### src/rtl/count_jump_arbiter.sv
`default_nettype none
// ============================================================================
// Module      : count_jump_arbiter
// Description : Free-running WIDTH-bit up-counter with a single jump-load
//               path shared round-robin among NREQ requesters. A requester
//               holds req[i] high with a target in its jval slice. Each
//               assertion of req[i] produces exactly one load. The block
//               then waits for req[i] to drop before it arbitrates again.
//
// Ports       : clk      - rising-edge clock
//               rst      - asynchronous active-high reset
//               ce       - count enable; gates only the out port
//               req      - level jump requests, bit i = requester i
//               jval     - jump targets, requester i uses [i*WIDTH +: WIDTH]
//               gnt      - one-hot grant, high for the single LOAD cycle
//               busy     - high while the FSM is in LOAD or HOLD
//               out      - count value when ce=1, else 0
//               timeout  - one-cycle pulse when a hold times out
//
// Options     : COUNT_JUMP_HOLD_TIMEOUT_EN - when defined, a HOLD that lasts
//               16 cycles with req still high is abandoned. timeout pulses
//               and the requester is masked until its req is seen low.
//               When undefined, timeout is tied to 0.
//
// Revision    : 1.0 - initial release
// ============================================================================
module count_jump_arbiter #(
   parameter int NREQ  = 4,
   parameter int WIDTH = 4
) (
   input  logic                  clk,
   input  logic                  rst,
   input  logic                  ce,
   input  logic [NREQ-1:0]       req,
   input  logic [NREQ*WIDTH-1:0] jval,
   output logic [NREQ-1:0]       gnt,
   output logic                  busy,
   output logic [WIDTH-1:0]      out,
   output logic                  timeout
);

   localparam int              IW       = (NREQ > 1) ? $clog2(NREQ) : 1;
   localparam logic [IW:0]     NREQ_W   = (IW+1)'(NREQ);
   localparam logic [IW-1:0]   LAST_IDX = IW'(NREQ - 1);

   typedef enum logic [1:0] {
      IDLE = 2'd0,
      LOAD = 2'd1,
      HOLD = 2'd2
   } state_t;

   state_t              state;
   logic [WIDTH-1:0]    count;
   logic [WIDTH-1:0]    load_val;
   logic [IW-1:0]       rr_ptr;
   logic [IW-1:0]       idx;

   logic [NREQ-1:0]     eligible;
   logic [2*NREQ-1:0]   rotated;
   logic                found;
   logic [IW:0]         sum;
   logic [IW-1:0]       pick;

`ifdef COUNT_JUMP_HOLD_TIMEOUT_EN
   logic [3:0]          hold_timer;
   logic [NREQ-1:0]     mask;

   assign eligible = req & ~mask;
`else
   assign eligible = req;
   assign timeout  = 1'b0;
`endif

   // Round-robin scan: rotate the request vector so rr_ptr lands on bit 0,
   // take the lowest set bit, then map the offset back to an absolute index.
   // The loop runs downward so the lowest set offset is the final writer.
   always_comb begin
      rotated = {eligible, eligible} >> rr_ptr;
      found   = 1'b0;
      sum     = '0;
      for (int k = NREQ - 1; k >= 0; k--) begin
         if (rotated[k]) begin
            found = 1'b1;
            sum   = {1'b0, rr_ptr} + (IW+1)'(k);
         end
      end
      if (sum >= NREQ_W) begin
         sum = sum - NREQ_W;
      end
      pick = sum[IW-1:0];
   end

   assign out = ce ? count : '0;

   always_ff @(posedge clk or posedge rst) begin
      if (rst) begin
         state    <= IDLE;
         count    <= '0;
         load_val <= '0;
         rr_ptr   <= '0;
         idx      <= '0;
         gnt      <= '0;
         busy     <= 1'b0;
`ifdef COUNT_JUMP_HOLD_TIMEOUT_EN
         hold_timer <= '0;
         mask       <= '0;
         timeout    <= 1'b0;
`endif
      end else begin
         // Default: free-run. The LOAD branch overrides this with the target.
         count <= count + 1'b1;
         gnt   <= '0;
`ifdef COUNT_JUMP_HOLD_TIMEOUT_EN
         timeout <= 1'b0;
         // A mask bit survives only while its requester keeps req high.
         mask    <= mask & req;
`endif
         case (state)
            IDLE: begin
               if (found) begin
                  idx      <= pick;
                  load_val <= jval[pick*WIDTH +: WIDTH];
                  gnt      <= NREQ'(1) << pick;
                  busy     <= 1'b1;
                  state    <= LOAD;
               end
            end
            LOAD: begin
               count  <= load_val;
               rr_ptr <= (idx == LAST_IDX) ? '0 : idx + 1'b1;
               busy   <= 1'b1;
               state  <= HOLD;
`ifdef COUNT_JUMP_HOLD_TIMEOUT_EN
               hold_timer <= '0;
`endif
            end
            HOLD: begin
               if (!req[idx]) begin
                  busy  <= 1'b0;
                  state <= IDLE;
               end
`ifdef COUNT_JUMP_HOLD_TIMEOUT_EN
               else if (hold_timer == 4'hF) begin
                  timeout <= 1'b1;
                  mask    <= (mask & req) | (NREQ'(1) << idx);
                  busy    <= 1'b0;
                  state   <= IDLE;
               end else begin
                  hold_timer <= hold_timer + 4'd1;
               end
`endif
            end
            default: begin
               busy  <= 1'b0;
               state <= IDLE;
            end
         endcase
      end
   end

endmodule
`default_nettype wire

### config.mk
export PLATFORM = sky130hd
export DESIGN_NAME = count_jump_arbiter
export DESIGN_NICKNAME = d
export VERILOG_FILES = /design/src/rtl/count_jump_arbiter.sv
export SDC_FILE = /design/constraint.sdc
export NUM_CORES = 1
export LEC_CHECK = 0
export BUFFER_PORTS_ARGS = -buffer_cell sky130_fd_sc_hd__clkbuf_2
export CAP_MARGIN = 25
export CORE_MARGIN = 4
export CORE_UTILIZATION = 44
export DETAILED_ROUTE_END_ITERATION = 10
export GPL_ROUTABILITY_DRIVEN = 0
export HOLD_SLACK_MARGIN = 0.05
export PLACE_DENSITY = 0.7
export SYNTH_ARGS = -nofsm -noshare
export SYNTH_HDL_FRONTEND = slang
export SYNTH_SLANG_ARGS = --single-unit
### constraint.sdc
create_clock -name clk -period 1.5 [get_ports clk]
set_input_delay 0.225 -clock clk [delete_from_list [all_inputs] [get_ports clk]]
set_output_delay 0.225 -clock clk [all_outputs]
set_load 0.005 [all_outputs]
**Word-level counts from Yosys, hierarchy flattened**

Index checks and enable logic that the tools add are counted.
W data, S select, Z words.

- Output and inout port bits: 10
- Memories: 0
- Bits of input ports: 23
- Flip-flop bits (word level): 19
- Memory bits (writable): 0
- ROM bits: 0
- Word-level logic and storage cells: 48
- Bits in latches: 0

- Magnitude comparators: 2
- Shift-type cells: 3
- Eq/ne operators: 5
- Divide/modulo/power cells: 0
- Bitwise logic cells: 0
- Add/subtract/negate cells: 6
- Reductions and logical operators: 3
- Multiply operators: 0
- Mux-type cells: 22

Operators by type and width:

| operator | number |
|---|---|
| $mux W4 | 4 |
| $shiftx A16 B5 Y4 | 1 |
| $mux W3 | 4 |
| $mux W2 | 4 |
| $shr A8 B2 Y4 | 1 |
| $mux W1 | 7 |
| $add A2 B2 Y3 const B | 2 |
| $pmux W2 S3 | 1 |
| $add A4 B1 Y4 const B | 1 |
| $eq A2 B2 Y1 const B | 2 |
| $ne A2 B2 Y1 const B | 2 |
| $reduce_and A2 Y1 | 2 |
| $shl A1 B2 Y4 const A | 1 |
| $add A2 B1 Y3 const B | 1 |
| $ge A3 B3 Y1 const B | 1 |
| $lt A2 B3 Y1 const B | 1 |
| $pmux W1 S3 | 1 |
| $add A2 B1 Y2 const B | 1 |
| $bmux W1 S2 | 1 |
| $eq A2 B1 Y1 const B | 1 |
| $logic_not A2 Y1 | 1 |
| $sub A2 B1 Y2 const B | 1 |

**Depth between registers and ports, before layout**

- Depth in word-level cells: 10
- Gate-level depth with buffers: 6
- Gate-level depth less buffers: 5

**Worst setup path after synthesis**

OpenSTA, ideal clock, no wires.

- Path kind: register to register
- Start point: register rr_ptr[1]
- End point: register load_val[0]
- Stages on the path, launching flop included: 7
- Setup slack: -0.095 ns
- Library setup time: 0.138 ns
- Path buffers: 1
- Data required time: 1.362 ns
- Period minus slack after synthesis: 1.595 ns
- Arrival: 1.457 ns
- Cell sequence: dfrtp_1 > mux2i_1 > nor2_1 > a311oi_2 > buf_4 > mux2i_1 > o221ai_1

- Word-level cells in the longest chain between the ends: 8
- Elaborated cells on any way between the ends: 17
- Those cells by class: 4 x add/sub; 1 x order compare; 2 x shift; 9 x mux; 1 x reduce/logical

RTL lines:

| item | RTL line | source |
|---|---|---|
| from (decl) | 55 | `logic [IW-1:0] rr_ptr;` |
| from (signal assigned) | 130 | `rr_ptr <= (idx == LAST_IDX) ? '0 : idx + 1'b1;` |
| $add A2 B2 Y3 or $shr A8 B2 Y4 (tied branches) | 84, 78 |  |
| $mux W3 (4 in a row) | 82 | `if (rotated[k]) begin` |
| $ge A3 B3 Y1 or $sub A2 B1 Y2 (tied branches) | 87, 88 |  |
| $mux W2 | 87 | `if (sum >= NREQ_W) begin` |
| $shiftx A16 B5 Y4 | 122 | `load_val <= jval[pick*WIDTH +: WIDTH];` |
| to (signal assigned) | 122 |  |
| to (decl) | 54 | `logic [WIDTH-1:0] load_val;` |

Several ways; a longest one is shown, not always the timed one.
A chain may end at the register's enable or synchronous reset.

**Worst setup path after layout**

- Start point: register rr_ptr[1]
- End point: register load_val[3]

Same word-level chain as after synthesis.

==> impl_metrics.json <==
{
  "powerDensity_nw_per_um2": 1854,
  "core_area_um2": 2042,
  "crit_path_end_kind": "flop",
  "dieHeight_um": 55.19,
  "combPwrFrac_pct": 50.4,
  "ir_drop_mv": 0.9604,
  "drive_gt1_share_pct": 39.86,
  "p_leak_uw": 0.0006757,
  "grt_pass1_vias": 765,
  "mappedNetlistNets": 122,
  "dieArea_um2": 3045,
  "cpLargestDelayFamily": "flip-flops",
  "worst-path-buf-inv": 1,
  "grt_start_max_net_pins": 20,
  "ios": 33,
  "netlist_area_um2": 979.7,
  "max-cap-violations": 0,
  "antenna_found_initial": 0,
  "finalInstanceArea_um2": 1305,
  "firstDrtPassIters": 4,
  "power.total_uw": 2419,
  "crit_slowest_cell": "dfrtp_2",
  "syn_area_per_cell_um2": 10.10,
  "synthDistinctLibCells": 30,
  "period_share_pct": 106.4,
  "syn_to_final_growth_pct": 33.21,
  "critical_path_required_ns": 1.68,
  "grt_pass1_wl_mm": 3.387,
  "wl_per_cell_um": 13.62,
  "cts_made_buffers": 3,
  "status": "complete, but fails checks",
  "min_path_type": "input pin to flop",
  "yosys-top-cells-area": "dfrtp_1 49%, mux2i_1 10%, nand2_1 3.8%",
  "insertion_delay_ns": 0.31,
  "layout_min_cycle_time_ns": 1.596,
  "pwr-share-seq_pct": 38.6,
  "die_x_um": 55.19,
  "power_switching_uw": 920.9,
  "nets": 169,
  "overflow": 0,
  "cts-root-buf": "clkbuf_4",
  "drt_iter0_markers": 21,
  "cp_cell_sequence": "mux2i_1 > nor2_1 > a311oi_2 > buf_6 > mux2i_2 > o221ai_1",
  "clk_pin_slew_ns": 0.11,
  "final_cell_mix": "31 x clkbuf_2, 18 x dfrtp_1, 13 x buf_4",
  "worst_slack_ns": -0.09650,
  "cp_max_fo": 6,
  "fp-row-count": 16,
  "vias_per_cell": 5.012,
  "ant_nets": 0,
  "finalMaxSlewViolations": 0,
  "synth.top_cell.area_share_pct": 48.53,
  "final_util_pct": 63.91,
  "synth_warnings": 0,
  "placedInstanceArea_um2": 1216,
  "drc": 0,
  "io_buffer_count": 31,
  "final_common_cell": "clkbuf_2",
  "yosys.area.top_type": "dfrtp_1",
  "finalSetupViolations": 4,
  "initial_utilization_pct": 47.98,
  "vias": 852,
  "clock_path_buffers": 2,
  "ys_seq_area_share_pct": 48.53,
  "crit_arrival_ns": 1.78,
  "internal_power_uw": 1498,
  "clockPowerShare_pct": 11.0,
  "h-tree-depth": 1,
  "drt_wl_total_mm": 2.316,
  "startpoint_type": "flop",
  "dpl.hpwl_mm": 1.732,
  "hold_viol_final": 0,
  "violations": "negative setup slack",
  "grt_setup_unrepaired": "true",
  "worstSetupPathType": "flop to flop",
  "track_usage_pct": 16.08,
  "ys_ff_latch": 19,
  "hold_ws_ns": 0.2210,
  "skew_ns": 0.003665,
  "swShare_pct": 38.06,
  "synthCells": 97,
  "clkSinkCount": 19,
  "fmax_ghz": 0.6264,
  "n_antenna_cell": 0,
  "critPathMaxStageDelay_ns": 0.42,
  "tritoncts": "yes"
}
layout make-up:
class / instances / area (µm²)
flip-flops and latches: 19 / 476.7
repair buffers: 47 / 285.3
clock buffers: 4 / 26.28
well taps: 27 / 33.78
multi-input cells: 68 / 461.7
inverters: 5 / 21.27
fillers: 167 / 737.0
layer usage:
| metal | track usage, % | wire, µm | share of wire [%] |
|---|---|---|---|
| met5 | 0 | 0 | 0 |
| met4 | 7.287 | 46 | 2.0 |
| met1 | 20.00 | 1016 | 44 |
| met2 | 26.57 | 1144 | 49 |
| met3 | 3.485 | 108 | 4.7 |
Yosys cell counts (all sizes together):
cell and count:
a211oi 1, a21o 1, a21oi 7, a311oi 1, and2 4, buf 3, clkbuf 2, conb 1
dfrtp 19, ha 2, inv 5, mux2 2, mux2i 10, nand2 10, nand2b 2, nand3 1
nand3b 1, nor2 10, nor2b 1, nor4 1, o21ai 3, o221ai 4, o2bb2ai 1, o31ai 1
or2 1, or3 1, xnor2 1, xor2 1
registers in the layout, summed over array words and instances (netlist names):
register and flops:
count 4, idx 2, gnt 4, load_val 4, rr_ptr 2, state 2, busy 1
power by group through the flow:
stage / clock network (µW) / registers (µW) / logic, µW
floorplan: 0 / 908 / 745
CTS: 266 / 933 / 1110
global route: 292 / 959 / 1370
global placement: 0 / 931 / 1040
finish: 266 / 935 / 1220
detailed placement: 0 / 943 / 1080
cells by family after synthesis:
| group | count (synthesis) | share of synthesized area, % |
|---|---|---|
| buffers and inverters | 10 | 5.491 |
| flip-flops | 19 | 48.53 |
| multiplexers | 12 | 12.52 |
| AND/OR/NAND/NOR | 32 | 15.33 |
| other | 1 | 0.3828 |
| AO/OA/AOI/OAI | 19 | 13.41 |
| XOR/XNOR | 2 | 1.788 |
| adder cells (fa/ha/maj) | 2 | 2.554 |
per-stage QoR:
step           setup slack (ns)  setup TNS [ns]  std cells
3_5_place_dp            -0.1094         -0.3806        161
2_1_floorplan          -0.03875         -0.1453         97
3_3_place_gp           -0.02346        -0.07310        161
4_1_cts                 -0.1150         -0.4071        167
6_report               -0.09650         -0.3048        170
5_1_grt                 -0.1818         -0.8705        170
path summary, 6_finish.rpt:
kind	to	slack, ns	start	cells past startpoint
max in group asynchronous	rr_ptr[1]	0.83	rst	4
worst min-delay path	load_val[1]	0.22	jval[9]	3
worst min register to register	count[0]	0.52	count[0]	1
worst max-delay path	load_val[3]	-0.1	rr_ptr[1]	6
min in group asynchronous	busy	0.45	rst	4
worst max register to register	load_val[3]	-0.1	rr_ptr[1]	6
repair_timing:
action	in CTS	in global routing
gates resized for setup	1	9
cloned	0	1
hold endpoints to repair	19	0
pin swaps	0	1
hold buffers	1	0
buffers inserted	1	2
endpoints found under the setup margin	4	6
worst min-delay path, cell delays in order:
cell and delay (ns):
clkbuf_2 0.08, mux2i_1 0.05, o221ai_1 0.14
No activity file was read; power rests on OpenSTA's default activity.
